File: config.mk
export PLATFORM = sky130hd
export DESIGN_NAME = disp_scan
export DESIGN_NICKNAME = d
export VERILOG_FILES = /design/src/rtl/disp_scan.sv
export SDC_FILE = /design/constraint.sdc
export NUM_CORES = 1
export LEC_CHECK = 0
export BUFFER_PORTS_ARGS = -buffer_cell sky130_fd_sc_hd__buf_4
export CORE_MARGIN = 2
export CORE_UTILIZATION = 35
export DETAILED_ROUTE_END_ITERATION = 12
export PLACE_DENSITY = 0.53
export SLEW_MARGIN = 20
export SYNTH_ARGS = -nofsm -noshare
export SYNTH_HDL_FRONTEND = slang
export SYNTH_SLANG_ARGS = --single-unit
File: constraint.sdc
create_clock -name clk -period 3.4 [get_ports clk]
set_clock_uncertainty 0.05 [all_clocks]
set_input_delay 0.17 -clock clk [delete_from_list [all_inputs] [get_ports clk]]
set_output_delay 0.17 -clock clk [all_outputs]
set_load 0.005 [all_outputs]
File: src/rtl/disp_scan.sv
`default_nettype none
// ============================================================================
// Module   : disp_scan
// Purpose  : Binary-to-BCD (double dabble) front end that scans four digits
//            onto a shared num bus for decode7. Optional macro DISP_DP_EN
//            adds a decimal point on digit DP_POS.
// Revision : 1.0 - initial release
// ============================================================================
module disp_scan #(
    parameter int SCAN_DIV = 50000,
    parameter int DP_POS   = 2
) (
    input  logic        clk,
    input  logic        reset_n,
    input  logic [13:0] value,
    input  logic        load,
    output logic        busy,
    output logic [3:0]  num,
    output logic [3:0]  digit
);

`ifdef DISP_DP_EN
    localparam bit c_DP_EN = 1'b1;
`else
    localparam bit c_DP_EN = 1'b0;
`endif

    // Digits at or below this index are never blanked.
    localparam int c_FLOOR = c_DP_EN ? DP_POS : 0;

    localparam int                 c_PRE_W   = (SCAN_DIV > 1) ? $clog2(SCAN_DIV) : 1;
    localparam logic [c_PRE_W-1:0] c_PRE_MAX = c_PRE_W'(SCAN_DIV - 1);
    localparam logic [13:0]        c_SAT     = 14'd9999;

    typedef enum logic [1:0] {
        S_IDLE   = 2'd0,
        S_CONV   = 2'd1,
        S_COMMIT = 2'd2
    } state_t;

    state_t              r_state;
    logic                r_busy;
    logic [13:0]         r_bin;
    logic [15:0]         r_bcd;
    logic [3:0]          r_cnt;
    logic [15:0]         r_disp;
    logic [c_PRE_W-1:0]  r_pre;
    logic [1:0]          r_idx;
    logic [3:0]          r_num;
    logic [3:0]          r_digit;

    logic [13:0]         w_sat;
    logic [15:0]         w_adj;
    logic                w_wrap;
    logic [1:0]          w_idx_nxt;
    logic [15:0]         w_disp_nxt;

    function automatic logic [3:0] f_code(input logic [15:0] d, input logic [1:0] i);
        logic [3:0] dig;
        logic       blank;
        dig   = d[4*i +: 4];
        blank = (int'(i) > c_FLOOR);
        for (int k = 0; k < 4; k++) begin
            if (k >= int'(i) && d[4*k +: 4] != 4'd0) begin
                blank = 1'b0;
            end
        end
        if (blank) begin
            f_code = 4'hF;
        end else if (c_DP_EN && int'(i) == DP_POS && dig <= 4'd4) begin
            f_code = dig + 4'd10;
        end else begin
            f_code = dig;
        end
    endfunction

    assign w_sat = (value > c_SAT) ? c_SAT : value;

    always_comb begin
        w_adj = r_bcd;
        for (int k = 0; k < 4; k++) begin
            if (r_bcd[4*k +: 4] >= 4'd5) begin
                w_adj[4*k +: 4] = r_bcd[4*k +: 4] + 4'd3;
            end
        end
    end

    always_ff @(posedge clk) begin
        if (!reset_n) begin
            r_state <= S_IDLE;
            r_busy  <= 1'b0;
            r_bin   <= 14'd0;
            r_bcd   <= 16'd0;
            r_cnt   <= 4'd0;
        end else begin
            case (r_state)
                S_IDLE: begin
                    if (load) begin
                        r_bin   <= w_sat;
                        r_bcd   <= 16'd0;
                        r_cnt   <= 4'd0;
                        r_busy  <= 1'b1;
                        r_state <= S_CONV;
                    end
                end
                S_CONV: begin
                    {r_bcd, r_bin} <= {w_adj, r_bin} << 1;
                    r_cnt          <= r_cnt + 4'd1;
                    if (r_cnt == 4'd13) begin
                        r_state <= S_COMMIT;
                    end
                end
                S_COMMIT: begin
                    r_busy  <= 1'b0;
                    r_state <= S_IDLE;
                end
                default: begin
                    r_busy  <= 1'b0;
                    r_state <= S_IDLE;
                end
            endcase
        end
    end

    // num/digit are built from next-state values so a commit landing on a
    // digit advance shows the new value on the very edge the digit switches.
    assign w_wrap     = (r_pre == c_PRE_MAX);
    assign w_idx_nxt  = w_wrap ? (r_idx + 2'd1) : r_idx;
    assign w_disp_nxt = (r_state == S_COMMIT) ? r_bcd : r_disp;

    always_ff @(posedge clk) begin
        if (!reset_n) begin
            r_pre   <= '0;
            r_idx   <= 2'd0;
            r_disp  <= 16'd0;
            r_num   <= 4'h0;
            r_digit <= 4'b1110;
        end else begin
            r_pre   <= w_wrap ? '0 : (r_pre + 1'b1);
            r_idx   <= w_idx_nxt;
            r_disp  <= w_disp_nxt;
            r_num   <= f_code(w_disp_nxt, w_idx_nxt);
            r_digit <= ~(4'b0001 << w_idx_nxt);
        end
    end

    assign busy  = r_busy;
    assign num   = r_num;
    assign digit = r_digit;

endmodule
`default_nettype wire

==> impl_metrics.py <==
metrics = {
    "outcome": {
        "status": "completed",
    },
    "global_route": {
        "grt_util_met3": 0.0424,
        "grtUsageMet1": 0.203,
        "grt.overflow.total": 0,
        "grt_most_used_layer": "met2",
        "grt_pass1_vias": 2921,
        "grt_antenna_before_repair": 0,
        "grt_pass1_wl_um": 14300,
        "grt_max_degree": 47,
        "grt_use_total": 0.152,
        "use_met2": 0.240,
    },
    "cells_and_area": {
        "final_common_cell": "dfxtp_1",
        "drive_gt1_frac": 0.145,
        "stdcell_count": 603,
        "diodes": 0,
        "final_cell_mix": "dfxtp_1, nor2_1, nor3_1",
        "nNetsFinal": 487,
        "areaGrowthSynthToFinish_pct": 11.8,
    },
    "hold_path": {
        "hold_class": "in -> reg",
        "worstHoldPathCells": 3,
    },
    "worst_setup_path": {
        "path_max_fanout": 20,
        "criticalPathCategory": "reg -> reg",
        "crit_buf_inv": 1,
        "startpoint_type": "register",
        "required_ps": 3590,
        "critical-path-top-delay-family": "compound AO/OA/AOI/OAI gates",
        "cp_cell_sequence": "nand2b_1, buf_4, mux4_2, o21ai_0, o32ai_2, a31o_1",
        "cp.arrival_ps": 2440,
        "crit_cells": 6,
        "reg2reg_depth": 6,
        "slowest_delay_ps": 450,
        "crit_slowest_cell": "nand2b_1",
        "endpoint_kind": "register",
    },
    "synth": {
        "synth_cells": 444,
        "ys_ff_latch": 79,
        "syn_nets": 472,
        "synth_warnings": 0,
        "synth_edf_count": 0,
        "yosysUniqueCellTypes": 51,
        "synth_flop_cell": "dfxtp_1",
        "syn_area_per_cell_um2": 8.69,
        "synth_seq_area_share": 0.410,
        "synth_async_sr_flop_share": 0,
        "syn_area_mm2": 0.00386,
    },
    "pwr": {
        "p_per_area_mw_per_mm2": 409,
        "ir_drop_v": 0.000180,
        "p_leak_nw": 1.67,
    },
    "detailed_routing": {
        "firstDrtPassIters": 4,
        "avgRoutedWirePerCell_um": 13.9,
        "drt-initial-drc-count": 131,
        "wirelength_um": 8390,
        "postRouteAntennaNets": 0,
        "drc_errors": 0,
        "via_count": 3141,
        "via_per_inst": 5.21,
    },
    "timing": {
        "drv_slew": 0,
        "fin_crit_ps": 2250,
        "min_period_over_period": 0.663,
        "hold_violations": 0,
        "setup_viol": 0,
        "rsz0062_at_grt": "no",
        "worst_slew_pin_slew_ps": 822,
        "max_slew_margin": 0.451,
        "fmax_ghz": 0.444,
        "setup_tns_ps": 0,
    },
    "cts": {
        "cts_buffers": 9,
        "clock_path_buffers": 2,
        "cts-root-buf": "clkbuf_8",
        "clk_pin_slew_worst_paths_ps": 90,
        "cts_resized": 0,
        "cts_hold_buf": 0,
        "clk_latency_ps": 340,
        "cts.sinks": 79,
        "htreeDepth": 3,
        "postCtsSetupBuffers": 0,
        "cts_tree": "done",
    },
    "floorplan": {
        "io_pins": 26,
        "die_h_um": 109,
        "dieWidth_um": 109,
        "initial_utilization": 0.357,
        "die_area_mm2": 0.0119,
        "core_area_mm2": 0.0108,
        "rows": 38,
    },
    "placement": {
        "gp_congestion": 0.762,
        "place.port_buffers": 25,
        "dp_cells": 588,
        "dp_hpwl_um": 5750,
    },
    "run": {
        "drv_cap": 0,
    },
}
## layer usage
| metal | share of wire | up-vias |
|---|---|---|
| met4 | 0.0088 | 0 |
| met3 | 0.035 | 6 |
| met1 | 0.49 | 1487 |
| li1 | - | 1587 |
| met5 | 0 | - |
| met2 | 0.47 | 61 |
## registers in the layout, summed over array words and instances, names as in the netlist
register / flops
busy: 1
digit: 4
num: 4
r_bcd: 16
r_bin: 14
r_cnt: 4
r_disp: 16
r_idx: 2
r_pre: 16
r_state: 2
## where the power goes
part | leakage (nW) | total (mW) | internal [mW] | switching, mW
clock | 0.0988 | 0.681 | 0.334 | 0.346
combinational | 0.926 | 0.121 | 0.0465 | 0.0745
sequential | 0.641 | 0.961 | 0.947 | 0.0141
## cells in the mapped netlist, types with 4 or more instances
master | instances | share of area
a21oi_1 | 25 | 0.032
a31oi_1 | 8 | 0.013
and2_1 | 4 | 0.0065
and3_1 | 8 | 0.013
buf_2 | 4 | 0.0052
clkbuf_1 | 15 | 0.015
dfxtp_1 | 79 | 0.41
ha_1 | 11 | 0.036
inv_1 | 13 | 0.013
mux2_2 | 7 | 0.020
mux2i_1 | 11 | 0.029
mux4_2 | 4 | 0.023
nand2_1 | 28 | 0.027
nand2b_1 | 7 | 0.011
nand3_1 | 21 | 0.027
nand4_1 | 5 | 0.0081
nor2_1 | 61 | 0.059
nor3_1 | 31 | 0.040
nor4_1 | 7 | 0.011
o21ai_0 | 22 | 0.029
xnor2_1 | 13 | 0.030
xor2_1 | 10 | 0.023
## final timing paths
path               from        to  slack [ps]
min reg2reg    r_pre[0]  r_pre[0]         410
max          r_state[0]    num[0]        1150
min            value[3]  r_bin[3]          40
max reg2reg  r_state[0]    num[0]        1150
## tightest hold or removal path, delay by kind of cell
| family | cells | cell delay [ps] |
|---|---|---|
| AND/OR/NAND/NOR | 2 | 140 |
| buffers and inverters | 1 | 80 |
## area by class of cell
| cell class | instances | area, um2 |
|---|---|---|
| fill | 1092 | 6480 |
| sequential | 79 | 1580 |
| clock buffer | 9 | 124 |
| multi-input combinational | 324 | 2090 |
| timing repair buffer | 30 | 225 |
| tap | 140 | 175 |
| clock inverter | 6 | 62.6 |
| inverter | 15 | 56.3 |
## cells by family after synthesis
kind of cell,Yosys count,share of synthesized area
and+or+nand+nor,187,0.245
AOI/OAI and AO/OA,80,0.133
DFF,79,0.410
buffers and inverters,41,0.0490
xor gates and xnor gates,23,0.0522
muxes,22,0.0724
adders and majority gates,12,0.0386
## per-stage QoR
stage / total power, mW / hold WS [ps] / setup slack (ps) / cell area [um2] / utilization
after global routing: 1.84 / 31.7 / 1020 / 4310 / 0.399
final: 1.76 / 36.4 / 1150 / 4310 / 0.399
after CTS: 1.80 / 23.0 / 1130 / 4310 / 0.399
after detailed placement: 1.11 / 400 / 1140 / 4120 / 0.382
after floorplan: 1.06 / 270 / 1440 / 3860 / -
after global placement: 1.10 / 383 / 1220 / 4120 / 0.382
Note: power is estimated with default switching activity, not from simulation.
